## src/rtl/serial_rx_align_if.sv

```systemverilog
// Serial lane receiver port bundle: one serial input, parallel word output and link status.
// valid_out is a one-clock pulse with no back-pressure; data_out is valid in that cycle and held afterwards.
interface serial_rx_align_if #(
  parameter int DATA_SIZE = 8
);
  logic                 serial_in;
  logic [DATA_SIZE-1:0] data_out;
  logic                 valid_out;
  logic                 active;
  logic                 lock_error;
  logic [1:0]           state;

  modport master (
    output serial_in,
    input  data_out, valid_out, active, lock_error, state
  );

  modport slave (
    input  serial_in,
    output data_out, valid_out, active, lock_error, state
  );
endinterface

```

## src/rtl/serial_rx_align.sv

```systemverilog
// Single-lane serial-to-parallel receiver: aligns to COM symbols, locks after COM_LOCK aligned COMs,
// then emits each non-COM symbol as a parallel word with a one-clock valid pulse.
module serial_rx_align #(
  parameter int                   DATA_SIZE = 8,
  parameter logic [DATA_SIZE-1:0] COM       = 8'hBC,
  parameter int                   COM_LOCK  = 4,
  parameter int                   MAX_GAP   = 16
) (
  input  logic              clk,
  input  logic              reset,
  serial_rx_align_if.slave  bus
);
  localparam int BW = (DATA_SIZE > 2) ? $clog2(DATA_SIZE) : 1;
  localparam int CW = (COM_LOCK > 0) ? $clog2(COM_LOCK + 1) : 1;
  localparam int GW = (MAX_GAP > 0) ? $clog2(MAX_GAP + 1) : 1;
  localparam logic [BW-1:0] BIT_LAST = BW'(DATA_SIZE - 1);

  typedef enum logic [1:0] {
    SEARCH  = 2'd0,
    LOCKING = 2'd1,
    ACTIVE  = 2'd2
  } state_t;

  state_t               state;
  logic [DATA_SIZE-2:0] sr;
  logic [BW-1:0]        bit_cnt;
  logic [CW-1:0]        com_cnt;
  logic [GW-1:0]        gap_cnt;
  logic [DATA_SIZE-1:0] data_q;
  logic                 valid_q;
  logic                 active_q;
  logic                 lerr_q;

  logic [DATA_SIZE-1:0] w;
  logic                 boundary;
  logic                 com_hit;
  logic                 lock_done;
  logic                 gap_full;

  // The window includes the bit being sampled now, so a symbol is recognised on its LSB edge.
  assign w         = {sr, bus.serial_in};
  assign boundary  = (bit_cnt == BIT_LAST);
  assign com_hit   = (w == COM);
  assign lock_done = ((int'(com_cnt) + 1) == COM_LOCK);
  assign gap_full  = (MAX_GAP != 0) && (int'(gap_cnt) >= MAX_GAP);

  always_ff @(posedge clk or negedge reset) begin
    if (!reset) begin
      state    <= SEARCH;
      sr       <= '0;
      bit_cnt  <= '0;
      com_cnt  <= '0;
      gap_cnt  <= '0;
      data_q   <= '0;
      valid_q  <= 1'b0;
      active_q <= 1'b0;
      lerr_q   <= 1'b0;
    end else begin
      sr      <= w[DATA_SIZE-2:0];
      valid_q <= 1'b0;
      lerr_q  <= 1'b0;
      bit_cnt <= boundary ? '0 : bit_cnt + 1'b1;

      case (state)
        SEARCH: begin
          // Alignment can start on any edge; the matching edge becomes the new symbol phase.
          if (com_hit) begin
            bit_cnt <= '0;
            gap_cnt <= '0;
            if (COM_LOCK == 1) begin
              state    <= ACTIVE;
              active_q <= 1'b1;
            end else begin
              state   <= LOCKING;
              com_cnt <= CW'(1);
            end
          end
        end

        LOCKING: begin
          if (boundary) begin
            if (com_hit) begin
              com_cnt <= com_cnt + 1'b1;
              if (lock_done) begin
                state    <= ACTIVE;
                active_q <= 1'b1;
                gap_cnt  <= '0;
              end
            end else begin
              state   <= SEARCH;
              com_cnt <= '0;
            end
          end
        end

        ACTIVE: begin
          if (boundary) begin
            if (com_hit) begin
              gap_cnt <= '0;
            end else if (!gap_full) begin
              data_q  <= w;
              valid_q <= 1'b1;
              if (MAX_GAP != 0 || gap_cnt != '1) begin
                gap_cnt <= gap_cnt + 1'b1;
              end
            end else begin
              // Too long without an idle symbol: drop this symbol and realign from scratch.
              lerr_q   <= 1'b1;
              state    <= SEARCH;
              active_q <= 1'b0;
              com_cnt  <= '0;
              gap_cnt  <= '0;
            end
          end
        end

        default: begin
          state    <= SEARCH;
          active_q <= 1'b0;
          com_cnt  <= '0;
          gap_cnt  <= '0;
        end
      endcase
    end
  end

  assign bus.data_out   = data_q;
  assign bus.valid_out  = valid_q;
  assign bus.active     = active_q;
  assign bus.lock_error = lerr_q;
  assign bus.state      = state;
endmodule

```

## src/flat_wrapper.sv

```systemverilog
// flat-port wrapper written by rule: the top's interface ports become plain ports
module serial_rx_align_flat 
#(
  parameter int                   DATA_SIZE = 8,
  parameter logic [DATA_SIZE-1:0] COM       = 8'hBC,
  parameter int                   COM_LOCK  = 4,
  parameter int                   MAX_GAP   = 16
)
  (clk, reset, bus_serial_in, bus_data_out, bus_valid_out, bus_active, bus_lock_error, bus_state);
  serial_rx_align_if #(.DATA_SIZE(DATA_SIZE)) bus_i ();
  input  logic clk;
  input  logic reset;
  input wire logic [$bits(bus_i.serial_in)-1:0] bus_serial_in;
  output wire logic [$bits(bus_i.data_out)-1:0] bus_data_out;
  output wire logic [$bits(bus_i.valid_out)-1:0] bus_valid_out;
  output wire logic [$bits(bus_i.active)-1:0] bus_active;
  output wire logic [$bits(bus_i.lock_error)-1:0] bus_lock_error;
  output wire logic [$bits(bus_i.state)-1:0] bus_state;
  assign bus_i.serial_in = bus_serial_in;
  assign bus_data_out = bus_i.data_out;
  assign bus_valid_out = bus_i.valid_out;
  assign bus_active = bus_i.active;
  assign bus_lock_error = bus_i.lock_error;
  assign bus_state = bus_i.state;
  serial_rx_align #(.DATA_SIZE(DATA_SIZE), .COM(COM), .COM_LOCK(COM_LOCK), .MAX_GAP(MAX_GAP)) u_core (.clk(clk), .reset(reset), .bus(bus_i));
endmodule
```

## config.mk

```make
export PLATFORM = sky130hd
export DESIGN_NAME = serial_rx_align_flat
export DESIGN_NICKNAME = d
export VERILOG_FILES = /design/src/rtl/serial_rx_align_if.sv /design/src/rtl/serial_rx_align.sv /design/src/flat_wrapper.sv
export SDC_FILE = /design/constraint.sdc
export NUM_CORES = 1
export LEC_CHECK = 0
export CAP_MARGIN = 20
export CORE_MARGIN = 5
export CORE_UTILIZATION = 54
export DETAILED_ROUTE_END_ITERATION = 10
export PLACE_DENSITY = 0.77
export SYNTH_ARGS = -nofsm -noshare
export SYNTH_HDL_FRONTEND = slang
export SYNTH_SLANG_ARGS = --single-unit
```

## constraint.sdc

```tcl
create_clock -name clk -period 2.3 [get_ports clk]
set_clock_uncertainty 0.05 [all_clocks]
set_input_delay 0.345 -clock clk [delete_from_list [all_inputs] [get_ports clk]]
set_output_delay 0.345 -clock clk [all_outputs]
set_load 0.05 [all_outputs]
```

---- Yosys cells after proc, flatten, opt, wreduce, memory -nomap -nowiden ----
Cells that the tools add are included.
cells by class
  $add $sub $neg .......................... 4
  $lt $le $gt $ge ......................... 1
  eq/ne operators ......................... 13
  mux-type cells .......................... 41
  bitwise operators ....................... 3
  reductions and logical operators ........ 6
operators by type and width
  cell                 number
  $mux 5               7
  $eq 32x4->1 const B  1
  $mux 3               9
  $pmux 5 s3           1
  $mux 1               14
  $mux 2               7
  $ne 2x1->1 const B   6
  $reduce_and 5->1     2
  $pmux 3 s3           1
  $eq 8x8->1 const B   1
  $reduce_and 7->1     1
  $add 3x1->3 const B  2
  $pmux 2 s3           1
  $reduce_and 6->1     1
  $add 5x1->5 const B  1
  $ge 5x5->1 const B   1
  $add 3x1->4 const B  1
  $reduce_and 4->1     1
  $eq 3x3->1 const B   1
  $ne 3x3->1 const B   1
  $not 1->1            3
  $pmux 1 s3           1
  $eq 2x1->1 const B   1
  $eq 2x2->1 const B   1
  other kinds (2)      2
word-level totals
  register bits after elaboration ......... 31
  bits of input ports ..................... 3
  output and inout bits ................... 13
  logic and storage cells ................. 77

---- Logic depth before layout (Yosys ltp) ----
  depth in word-level cells ............... 6
  gate-level depth with buffers ........... 8
  gate-level depth less buffers ........... 7

---- Worst setup path after synthesis ----
Ideal clock, no wire load.
  kind .................................... register to register
  start ................................... reg u_core.bit_cnt[0]
  end ..................................... reg u_core.gap_cnt[0]
  library setup time ...................... 0.136 ns
  data arrival time ....................... 1.490 ns
  required time ........................... 2.114 ns
  setup slack ............................. 0.624 ns
  stages on the path, launching flop included .. 8
  path buffers ............................ 2
  period minus slack after synthesis ...... 1.676 ns
  cells stage by stage .................... dfrtp_1 -> ha_1 -> ha_1 -> buf_4 -> and4bb_2 -> o21ai_2 -> buf_2 -> mux2i_1
on the way
  longest elaborated chain between the ends .. 3
  elaborated cells on any way between the ends .. 4
ends and longest elaborated chain
  item                                 line                    source
  start, declared                      serial_rx_align.sv:26   logic [BW-1:0] bit_cnt;
  start signal, assigned               serial_rx_align.sv:62   bit_cnt <= boundary ? '0 : bit_cnt + 1'b1;
  $eq 3x3->1 *                         serial_rx_align.sv:42   assign boundary = (bit_cnt == BIT_LAST);
  $ne 2x1->1 (no source line)          -
  $reduce_and 5->1 (no source line) *  -
  end signal, assigned                 serial_rx_align.sv:104  gap_cnt <= gap_cnt + 1'b1;
  end, declared                        serial_rx_align.sv:28   logic [GW-1:0] gap_cnt;
Every way passes the cells marked *; elsewhere a longest branch is shown, timed or not.
A chain may end at the register's enable or synchronous reset.

---- Worst setup path after layout ----
  start ................................... reg u_core.state[0], in the netlist u_core.bus.state[0]
  end ..................................... out bus_state[0]
RTL lines
  item                    line                   source
  start, declared         serial_rx_align.sv:24  state_t state;
  start signal, assigned  serial_rx_align.sv:49  state <= SEARCH;
  start signal, assigned  serial_rx_align.sv:71  state <= ACTIVE;
  start signal, assigned  serial_rx_align.sv:74  state <= LOCKING;
  end, declared           flat_wrapper.sv:18     output wire logic [$bits(bus_i.state)-1:0] bus_state;
No word-level cell between the ends.

==> impl_results.md <==
- Startpoint class of the critical path: flip-flop
- Layout cells sized above 1: 12.82%
- Placed cells: 178
- Worst Path Required: 1900 ps
- Final setup vio count: 0
- Clock Latency Late Sink: 320 ps
- Die ar.: 3750 um^2
- Clk root buf: clkbuf_4
- DRC: 0
- Worst Hold Slack: 346.6 ps
- Number of DRC markers in iteration 0: 32
- Core Box Area: 2500 um^2
- RSZ-0062 raised after global routing: no
- Sw power: 254.4 uW
- Site Rows: 18
- Final setup TNS: 0 ps
- Clock-pin slew on the worst setup and hold paths: 100 ps
- Synth warnings: 0
- # clock sinks: 31
- Kind of critical path: flip-flop to output pin
- Area delta synth->final: 20.04%
- Routed length per instance: 14.08 um
- Starting Density: 56.71%
- Layout Cells excl Fill: 186
- Worst path slowest cell: clkdlybuf4s50_1
- DRT Pass-1 Iters: 4
- H-tree levels: 2
- Synth Instances: 133
- Sequential fraction of design power: 53.3%
- Number of flops mapped to enable cells by yosys: 0
- CP Cell Sequence: clkdlybuf4s50_1
- Worst setup EP type: output pin
- Vias in the first global route: 1030
- Synth Cell Area: 1418 um^2
- Static leakage: 0.0008115 uW
- CP top delay family: buffers and inverters
- Routed Wire Length: 2.618 mm
- Synth async-reset ratio: 100.0%
- P_int: 874.6 uW
- Fin nets: 164
- HP Class: primary input to asynchronous set/reset pin
- Die W: 61.24 um
- Final hold vios: 0
- Grt total ovfl: 0
- First-pass GRT wire length: 4.595 mm
- GRT Total Usage: 16.97%
- Post-route ant nets: 0
- Crit path buf inv count: 1
- Cts hold-fix bufs: 0
- Largest net degree at the start of global routing: 32
- RePlAce Congestion: 0.8824
- Worst EP arrival: 1760 ps
- Finished Cell Area: 1702 um^2
- Yosys cell types: 40
- Quantity of gates resized following cts: 0
- PwrDens: 663.4 nW/um^2
- Via count: 1017
- Worst-path fanout max: 13
- Main synth FF type: dfrtp_1
- Max-slew violation count: 0
- Syn Nets: 142
- Slowest Stage Delay on Critical Path: 880 ps
- Slew headroom: 66.67%
- Switching Share: 22.53%
- Overall power: 1129 uW
- FILL cells: 197
- Post-place instance area: 1615 um^2
- Max IR drop VDD: 547.4 uV
- Seq cells post-synth: 31
- Max-Cap Viols: 0
- Logic pwr share: 7.9%
- CTS tree: yes
- Longest Clk Path Bufs: 2
- Hpwl dp: 1.891 mm
- FMAX: 0.4638 GHz
- Period utilization: 93.75%
- N_diodes: 0
- Initial antenna violation count: 0
- Min Tclk post-route: 2156 ps
- Worst Max-Slew Pin Slew: 498.3 ps
- Number of port buffers: 15
- Vias per cell: 5.468
- Ports: 16
- Post-CTS setup buffers: 0
- Seq/Total Area, Yosys: 54.72%
- Height of the die: 61.24 um
- Synthesized area per cell: 10.66 um^2
- CTS Buf Count: 5
- Clk pwr share: 38.8%
- Status: complete, no violations
==> layer usage <==
| layer | vias to the layer above | global-route usage, % | routed length [um] |
|---|---|---|---|
| met2 | 17 | 27.49 | 1271 |
| met4 | 0 | 5.573 | 30 |
| met3 | 4 | 6.918 | 108 |
| met1 | 481 | 20.56 | 1207 |
| met5 | - | 0 | 0 |
| li1 | 515 | - | - |
==> cells by family after synthesis <==
group / synth area share [%]
compound gates: 15.62
flops: 54.72
mux: 0.7061
simple gates: 20.39
fa+ha+maj: 5.296
buf+inv: 3.265
==> state kept, by name, summed over array words and instances, names as in the netlist <==
signal                 count
u_core.com_cnt             3
u_core.bus.active          1
u_core.bus.data_out        8
u_core.gap_cnt             5
u_core.bus.lock_error      1
u_core.bus.valid_out       1
u_core.sr                  7
u_core.bit_cnt             3
u_core.bus.state           2
==> cells in the mapped netlist (2+ instances only) <==
cell type	number	area (um^2)
dfrtp_1	31	775.7
o22ai_1	3	18.77
o21ai_1	2	10.01
a211oi_1	3	22.52
nor2b_1	3	18.77
nor3_1	2	10.01
and4bb_2	2	25.02
o2bb2ai_1	2	17.52
ha_1	6	75.07
nand2_1	30	112.6
nor2_1	4	15.01
o21ai_0	5	25.02
a21oi_1	4	20.02
inv_1	6	22.52
and2_1	2	12.51
clkbuf_1	2	7.510
nand3_1	2	10.01
nand2b_1	2	12.51
==> worst paths after layout <==
path | from | endpoint | slack [ps] | cells after the start
min in group clk | u_core.sr[5] | u_core.sr[6] | 380 | 0
min reg2reg | u_core.sr[5] | u_core.sr[6] | 380 | 0
min | reset | u_core.bus.data_out[6] | 350 | 2
max in group asynchronous | reset | u_core.gap_cnt[1] | 1560 | 2
max | u_core.bus.state[0] | bus_state[0] | 140 | 1
max reg2reg | u_core.com_cnt[0] | u_core.gap_cnt[3] | 560 | 5
==> power groups by stage <==
stage                     sequential (uW)  clock, uW  combinational [uW]
final                                 602        438                89.3
after global routing                  605        486                 105
after CTS                             601        452                92.6
after detailed placement              612          0                91.5
after global placement                609          0                86.9
after floorplan                       608          0                57.1
==> cells in the final DEF, fill, tap and decap left out, drive strengths merged, types with 2 or more instances in the layout <==
master,n
o21ai,8
clkbuf,6
and2,2
buf,4
nand3,2
o22ai,3
ha,6
nand2b,2
dfrtp,31
a211oi,3
o2bb2ai,2
nand2,31
and4bb,2
inv,7
nor3,2
a21oi,4
nor2,4
nor2b,3
clkdlybuf4s50,15
==> final cells by class <==
class	instances	area [um^2]	share of cell area, %
clock buffers	6	51.30	3.015
clock inverters	2	35.03	2.059
inverters	7	26.28	1.544
multi-input cells	91	595.6	35.00
flip-flops and latches	31	775.7	45.59
well taps	30	37.54	2.206
repair buffers	19	180.2	10.59
==> stage by stage <==
stage | worst slack, ps | util, %
floorplan | 623.9 | -
global placement | 405.4 | 64.61
detailed placement | 357.8 | 64.61
CTS | 142.8 | 68.07
global route | 77.38 | 68.07
finish | 143.8 | 68.07
(Power assumes the default switching activity.)
